## config.mk

```make
export PLATFORM = sky130hd
export DESIGN_NAME = id_ex_stage
export DESIGN_NICKNAME = d
export VERILOG_FILES = /design/src/rtl/id_ex_stage_pkg.sv /design/src/rtl/id_ex_stage_load_use_detect.sv /design/src/rtl/id_ex_stage.sv
export SDC_FILE = /design/constraint.sdc
export NUM_CORES = 1
export LEC_CHECK = 0
export ABC_AREA = 1
export CAP_MARGIN = 20
export CORE_MARGIN = 2
export CORE_UTILIZATION = 38
export CTS_CLUSTER_SIZE = 24
export DETAILED_ROUTE_END_ITERATION = 12
export PLACE_DENSITY_LB_ADDON = 0.3
export SLEW_MARGIN = 20
export SYNTH_ARGS = -nofsm -noshare
export SYNTH_HDL_FRONTEND = slang
export SYNTH_HIERARCHICAL = 1
export SYNTH_SLANG_ARGS = --single-unit
```

## constraint.sdc

```tcl
create_clock -name clk -period 1.69 [get_ports clk]
set_input_delay 0.338 -clock clk [delete_from_list [all_inputs] [get_ports clk]]
set_output_delay 0.338 -clock clk [all_outputs]
set_load 0.02 [all_outputs]
```

## src/rtl/id_ex_stage_pkg.sv

```systemverilog
// Shared definitions for the ID/EX pipeline register: FSM encodings,
// default widths and the saturating bubble-counter helper.
package id_ex_stage_pkg;

  typedef enum logic {
    IDEX_RUN   = 1'b0,
    IDEX_STALL = 1'b1
  } idex_state_t;

  localparam int IDEX_ALUOP_W = 4;
  localparam int BUBBLE_CNT_W = 16;

  function automatic logic [BUBBLE_CNT_W-1:0] sat_inc(input logic [BUBBLE_CNT_W-1:0] value);
    return (&value) ? value : value + 1'b1;
  endfunction

endpackage

```

## src/rtl/id_ex_stage_load_use_detect.sv

```systemverilog
// Load-use comparator: the instruction in ID reads the destination of a load
// that is still in EX, which forwarding cannot resolve in time.
module load_use_detect (
  input  logic       ex_valid,
  input  logic       ex_mem_read,
  input  logic [4:0] ex_rd,
  input  logic       id_valid,
  input  logic [4:0] id_rs1,
  input  logic [4:0] id_rs2,
  output logic       lu_hazard
);

  assign lu_hazard = ex_valid & ex_mem_read & (ex_rd != 5'd0) & id_valid &
                     ((ex_rd == id_rs1) | (ex_rd == id_rs2));

endmodule

```

## src/rtl/id_ex_stage.sv

```systemverilog
// ID/EX pipeline register with load-use stall FSM, bubble insertion and a
// saturating count of inserted load-use bubbles.
module id_ex_stage
  import id_ex_stage_pkg::*;
#(
  parameter int XLEN     = 32,
  parameter int ALUOP_W  = IDEX_ALUOP_W,
  parameter int LOAD_LAT = 1
) (
  input  logic                    clk,
  input  logic                    rst_n,
  input  logic                    id_valid,
  input  logic [4:0]              id_rs1,
  input  logic [4:0]              id_rs2,
  input  logic [4:0]              id_rd,
  input  logic [XLEN-1:0]         id_rs1_data,
  input  logic [XLEN-1:0]         id_rs2_data,
  input  logic [XLEN-1:0]         id_imm,
  input  logic [XLEN-1:0]         id_pc,
  input  logic [ALUOP_W-1:0]      id_alu_op,
  input  logic                    id_alu_src,
  input  logic                    id_mem_read,
  input  logic                    id_mem_write,
  input  logic                    id_regs_write,
  input  logic                    flush_ex,
  input  logic                    stall_mem,
  output logic                    ex_valid,
  output logic [4:0]              ex_rs1,
  output logic [4:0]              ex_rs2,
  output logic [4:0]              ex_rd,
  output logic [XLEN-1:0]         ex_rs1_data,
  output logic [XLEN-1:0]         ex_rs2_data,
  output logic [XLEN-1:0]         ex_imm,
  output logic [XLEN-1:0]         ex_pc,
  output logic [ALUOP_W-1:0]      ex_alu_op,
  output logic                    ex_alu_src,
  output logic                    ex_mem_read,
  output logic                    ex_mem_write,
  output logic                    ex_regs_write,
  output logic                    stall_if_id,
  output logic [BUBBLE_CNT_W-1:0] bubble_cnt
);

  // All ex_* fields travel as one bus so a bubble is simply all zeros.
  localparam int PW = 1 + 3 * 5 + 4 * XLEN + ALUOP_W + 4;

  logic [PW-1:0] id_bus;
  logic [PW-1:0] ex_bus;
  idex_state_t   state;
  logic [2:0]    cnt;
  logic          lu_hazard;
  logic          take_bubble;

  assign id_bus = {id_valid, id_rs1, id_rs2, id_rd, id_rs1_data, id_rs2_data,
                   id_imm, id_pc, id_alu_op, id_alu_src, id_mem_read,
                   id_mem_write, id_regs_write};

  assign {ex_valid, ex_rs1, ex_rs2, ex_rd, ex_rs1_data, ex_rs2_data,
          ex_imm, ex_pc, ex_alu_op, ex_alu_src, ex_mem_read,
          ex_mem_write, ex_regs_write} = ex_bus;

  load_use_detect u_detect (
    .ex_valid    (ex_valid),
    .ex_mem_read (ex_mem_read),
    .ex_rd       (ex_rd),
    .id_valid    (id_valid),
    .id_rs1      (id_rs1),
    .id_rs2      (id_rs2),
    .lu_hazard   (lu_hazard)
  );

  assign take_bubble = ((state == IDEX_RUN) & lu_hazard) | (state == IDEX_STALL);
  assign stall_if_id = take_bubble & ~flush_ex;

  // The first bubble comes from RUN; STALL supplies the remaining LOAD_LAT-1.
  always_ff @(posedge clk or negedge rst_n) begin
    if (!rst_n) begin
      ex_bus     <= '0;
      state      <= IDEX_RUN;
      cnt        <= 3'd0;
      bubble_cnt <= '0;
    end else if (stall_mem) begin
      ex_bus     <= ex_bus;
      state      <= state;
      cnt        <= cnt;
      bubble_cnt <= bubble_cnt;
    end else if (flush_ex) begin
      ex_bus <= '0;
      state  <= IDEX_RUN;
      cnt    <= 3'd0;
    end else if (take_bubble) begin
      ex_bus     <= '0;
      bubble_cnt <= sat_inc(bubble_cnt);
      if (state == IDEX_RUN) begin
        if (LOAD_LAT > 1) begin
          state <= IDEX_STALL;
          cnt   <= 3'(LOAD_LAT - 1);
        end
      end else if (cnt == 3'd1) begin
        state <= IDEX_RUN;
        cnt   <= 3'd0;
      end else begin
        cnt <= cnt - 3'd1;
      end
    end else begin
      ex_bus <= id_bus;
    end
  end

endmodule

```

### Word level (Yosys, flattened, before mapping)

Cells that the tools add are included.

| operators by class | value |
|---|---|
| add/subtract/negate cells | 2 |
| eq/ne operators | 3 |
| multiplexer cells | 10 |
| bitwise gates (word level) | 12 |
| reductions and logical operators | 7 |

Operator list:

| kind | number |
|---|---|
| $mux 152 | 2 |
| $add 16x1->16 const B | 1 |
| $reduce_and 16->1 | 1 |
| $mux 3 | 4 |
| $eq 5x5->1 | 2 |
| $and 1x1->1 | 6 |
| $reduce_bool 5->1 | 1 |
| $mux 1 | 4 |
| $not 1->1 | 4 |
| $reduce_and 4->1 | 1 |
| $reduce_bool 2->1 | 2 |
| $eq 3x1->1 const B | 1 |
| $reduce_and 3->1 | 1 |
| $sub 3x1->3 const B | 1 |
| $or 1x1->1 | 2 |
| $reduce_and 2->1 | 1 |

| word-level totals | value |
|---|---|
| flip-flop bits (word level) | 172 |
| output and inout bits | 169 |

### Logic depth before layout (Yosys ltp)

Gate-level depths: netlist of run 1.

| logic depth | value |
|---|---|
| word-level depth | 8 |
| gate-level depth with buffers | 14 |
| depth with buffers taken out | 13 |

### By module

The synthesis of run 1 kept the hierarchy.

By module, submodules not included:

| module | instances | cells an instance | area each (um^2) | sequential area each (um^2) |
|---|---|---|---|---|
| id_ex_stage | 1 | 839 | 7,226.9 | 4,304.1 |
| load_use_detect | 1 | 45 | 198.9 | 0.0 |

### Worst setup path after synthesis of run 1

OpenSTA, ideal clock, no wires.

| timing path | value |
|---|---|
| path kind | register -> output |
| start | reg ex_bus[137] |
| end | out stall_if_id |
| arrival time | 1,423 ps |
| data required time | 1,352 ps |
| path slack | -71 ps |
| cell stages (with the launch flop) | 11 |
| path buffers | 0 |
| cells stage by stage | dfrtp_1 -> inv_1 -> nand2_1 -> nand2_1 -> nor2_1 -> nand3_1 -> a21oi_2 -> inv_1 -> nand2_1 -> inv_2 -> nor2_1 |

| between the ends | value |
|---|---|
| cells in the longest elaborated chain, start to end | 7 |
| elaborated cells on any way between the ends | 10 |
| those cells by class | eq/ne (2); bitwise (7); reduce/logical (1) |

Ends and longest elaborated chain:

| what | RTL line | text |
|---|---|---|
| start, declared | id_ex_stage.sv:48 | `logic [PW-1:0] ex_bus;` |
| start signal, assigned | id_ex_stage.sv:83 | `ex_bus <= ex_bus;` |
| start signal, assigned | id_ex_stage.sv:106 | `ex_bus <= id_bus;` |
| $reduce_bool 5->1 | id_ex_stage_load_use_detect.sv:13 | `assign lu_hazard = ex_valid & ex_mem_read & (ex_rd != 5'd0) & id_valid &` |
| $and 1x1->1 (2 in a row) | id_ex_stage_load_use_detect.sv:13 |  |
| $and 1x1->1 (*) | id_ex_stage_load_use_detect.sv:13 |  |
| named net lu_hazard | id_ex_stage.sv:51 | `logic lu_hazard;` |
| $and 1x1->1 (*) | id_ex_stage.sv:72 | `assign take_bubble = ((state == IDEX_RUN) & lu_hazard) \| (state == IDEX_STALL);` |
| $or 1x1->1 (*) | id_ex_stage.sv:72 |  |
| $and 1x1->1 (*) | id_ex_stage.sv:73 | `assign stall_if_id = take_bubble & ~flush_ex;` |
| end, declared | id_ex_stage.sv:40 | `output logic stall_if_id,` |

Mark *: on every way through the listed nets, which the timed path passes. The rest lies on a longest branch.

### Final worst setup path of run 1

| timing path | value |
|---|---|
| start | reg ex_bus[136] |
| end | out stall_if_id |

Same word-level chain as after synthesis.

==> impl_metrics.toml, run 1 <==
[yosys]
syn-cell-area_sq_mm = 0.00743
ys_seq_elements = 172
yosysSeqAreaShare = 0.580
syn_inst = 884
synth_area_per_cell_sq_um = 8.40
synth_ff_type = "dfrtp_1"
synth_warnings = 6
synthesis.nets = 1043
synthArstFlopShare = 1.00
synth_cell_type_count = 28
synth_edf_count = 0

[clocking]
clk_latency_ps = 430
cts_tree = "yes"
cts_root_buf = "clkbuf_16"
cts_buffers = 17
max-clock-path-buffers = 2
numClockSinks = 172
cts.clk_slew.worst_paths_ps = 70
ctsHtreeMaxLevel = 4

[setup_path]
cp.arrival_ps = 1800
startpoint = "ex_bus[136]"
ff2ff_path_depth = 13
startpoint_type = "flip-flop"
crit_chain = "nor2_1, nor2_1, nor2_2, nand3_1, a21oi_2, inv_2, nand2_2, inv_2, nor2_2, buf_6"
endpoint_kind = "primary output"
ff2ff_setup_slack_ps = -330
slowest_stage = "dfrtp_2"
worstReg2RegEnd = "ex_bus[42]"
r2r-start = "ex_bus[138]"
cp_max_fo = 6
required_ps = 1350
critPathCapture = "stall_if_id"
worstSetupPathType = "flip-flop to primary output"
slowest_delay_ps = 440

[sta]
setup_viol = 173
fin_skew_ps = 13.1
fin_crit_ps = 2130
fin_crit_sh = 1.26
worst_pin_slew_ps = 788
hold_viol = 0
fmax_mhz = 468
setup_slack_ps = -445
maxSlewViolCount = 0
tns_ps = -37340
slew_headroom = 0.474
rsz0062_at_grt = "yes"

[detailed_routing]
dr_wl_met3_mm = 1.99
detail-route-antenna-nets = 0
vias_per_cell = 4.84
firstDrtPassIters = 5
drt_iter0_drc = 359
wl_met2_mm = 12.8
drt-met1-wl_mm = 10.7
post_drt_wl_per_cell_microns = 17.0
drc = 0
top_layer = "met4"
vias = 7366
wl_mm = 25.9

[placed_design]
gp_congestion = 0.798
hpwlAfterDp_mm = 15.8
io_buffers = 324

[final_layout]
drive_gt1_frac = 0.134
diodes = 0
fin_nets = 1404
final_common_cell = "nand2_1"
area_growth_pct = 74.2
final_util = 0.669
most-common-layout-cells = "387 x nand2_1, 167 x dfrtp_1, 154 x clkdlybuf4s50_1"

[die]
rows = 51
io_pins = 325
start_util = 0.384
die_w_microns = 144
die_y_microns = 144
die_area_sq_mm = 0.0207
fp.coreArea_sq_mm = 0.0193

[grt]
grt_overflow = 0
grt_max_degree = 94
grt_usage = 0.234
grt_pass1_wl_mm = 37.3
grt_pass1_vias = 6917
antenna_found_initial = 0

[power_and_ir_drop]
peakVddDrop_uv = 689
p_leak_nw = 7.91
powerDensity_mw_per_mm2 = 1040

[run_status]
status = "finished, violations left"
violations = "negative setup slack"

[flow_run]
maxCapViolCount = 0

[hold_path]
hold_class = "primary input to async pin"
==> routing by layer <==
metal / GRT usage / up-vias
li1: - / 3547
met1: 0.293 / 3517
met2: 0.391 / 275
met3: 0.0706 / 27
met4: 0.0712 / 0
met5: 0 / -
==> critical path, delay by kind of cell, from the launching register on <==
| family | cells | cell delay (ps) |
|---|---|---|
| buffers and inverters | 3 | 240 |
| flip-flops | 1 | 440 |
| AO/OA/AOI/OAI | 1 | 170 |
| AND/OR/NAND/NOR | 6 | 500 |
==> final cells by class <==
type	count	area (sq um)
clock inverter	14	175
multi-input combinational	630	2990
tap	265	332
clock buffer	18	429
fill	1545	6400
sequential	172	4310
inverter	34	130
timing repair buffer	390	4570
==> worst min-delay path by stage <==
stage / end / depth (start not counted) / slack (ps)
3_5_place_dp: ex_bus[114] / 1 / 290
4_1_cts: ex_bus[114] / 2 / 400
2_1_floorplan: bubble_cnt[0] / 0 / 40
6_report: ex_bus[114] / 2 / 400
5_1_grt: ex_bus[114] / 2 / 410
3_3_place_gp: ex_bus[105] / 1 / 290
==> synthesized netlist by cell type (2+ instances only) <==
library cell    n  share of area
a21oi_1         2         0.0013
buf_2          22          0.015
buf_4           4         0.0040
buf_6           3         0.0045
clkbuf_1       23          0.012
dfrtp_1       172           0.58
ha_1            3         0.0051
inv_1          31          0.016
inv_2           2         0.0010
nand2_1       390           0.20
nand2_2         6         0.0051
nand3_1        12         0.0081
nand4_1         9         0.0076
nor2_1         28          0.014
nor2_2          3         0.0025
o21ai_0       147          0.099
o21ai_1         7         0.0047
o22ai_1         2         0.0017
xnor2_1         6         0.0071
xor2_1          4         0.0047
==> where the power goes <==
part           switching, W  internal [W]  leakage, nW
clock network       0.00182       0.00225        0.290
logic               0.00221       0.00214         5.34
registers          0.000335       0.00465         2.29
total               0.00436       0.00904         7.91
==> cell families (layout without fill, tap and decap cells) <==
| kind of cell | count (synthesis) | in the layout | share of synthesized area |
|---|---|---|---|
| AOI/OAI and AO/OA | 161 | 162 | 0.112 |
| xor gates and xnor gates | 10 | 10 | 0.0118 |
| adders and majority gates | 3 | 3 | 0.00506 |
| buffers and inverters | 86 | 456 | 0.0526 |
| DFF | 172 | 172 | 0.580 |
| and+or+nand+nor | 452 | 455 | 0.239 |
==> state kept, by name, indices dropped and copies added (netlist names) <==
signal,flops
ex_bus,152
bubble_cnt,16
cnt,3
state,1
==> per-stage QoR <==
stage                     setup WS, ps  cells  hold WS [ps]  area, sq um  power, W
final                             -445   1523           402        12900    0.0134
after global routing              -587   1523           409        12900    0.0140
after CTS                         -504   1510           398        12200    0.0133
after detailed placement          -975   1457           290        11100   0.00859
after global placement            -959   1457           295        11100   0.00855
after floorplan                   16.6    884          42.4         7430   0.00659
==> repair_timing <==
item,in CTS,in global routing
pin swaps,10,12
hold buffers,1,0
endpoints found under the hold margin,33,0
cloned,11,10
endpoints found under the setup margin,338,317
setup buffers,9,8
resized for setup,74,239
Power figures use the tool's default switching activity.
==> inputs of run 2 (changes only) <==
TNS_END_PERCENT = 100   (was default)
==> results of run 2 <==
The final DEF is identical to that of run 1; final timing and power are the same.
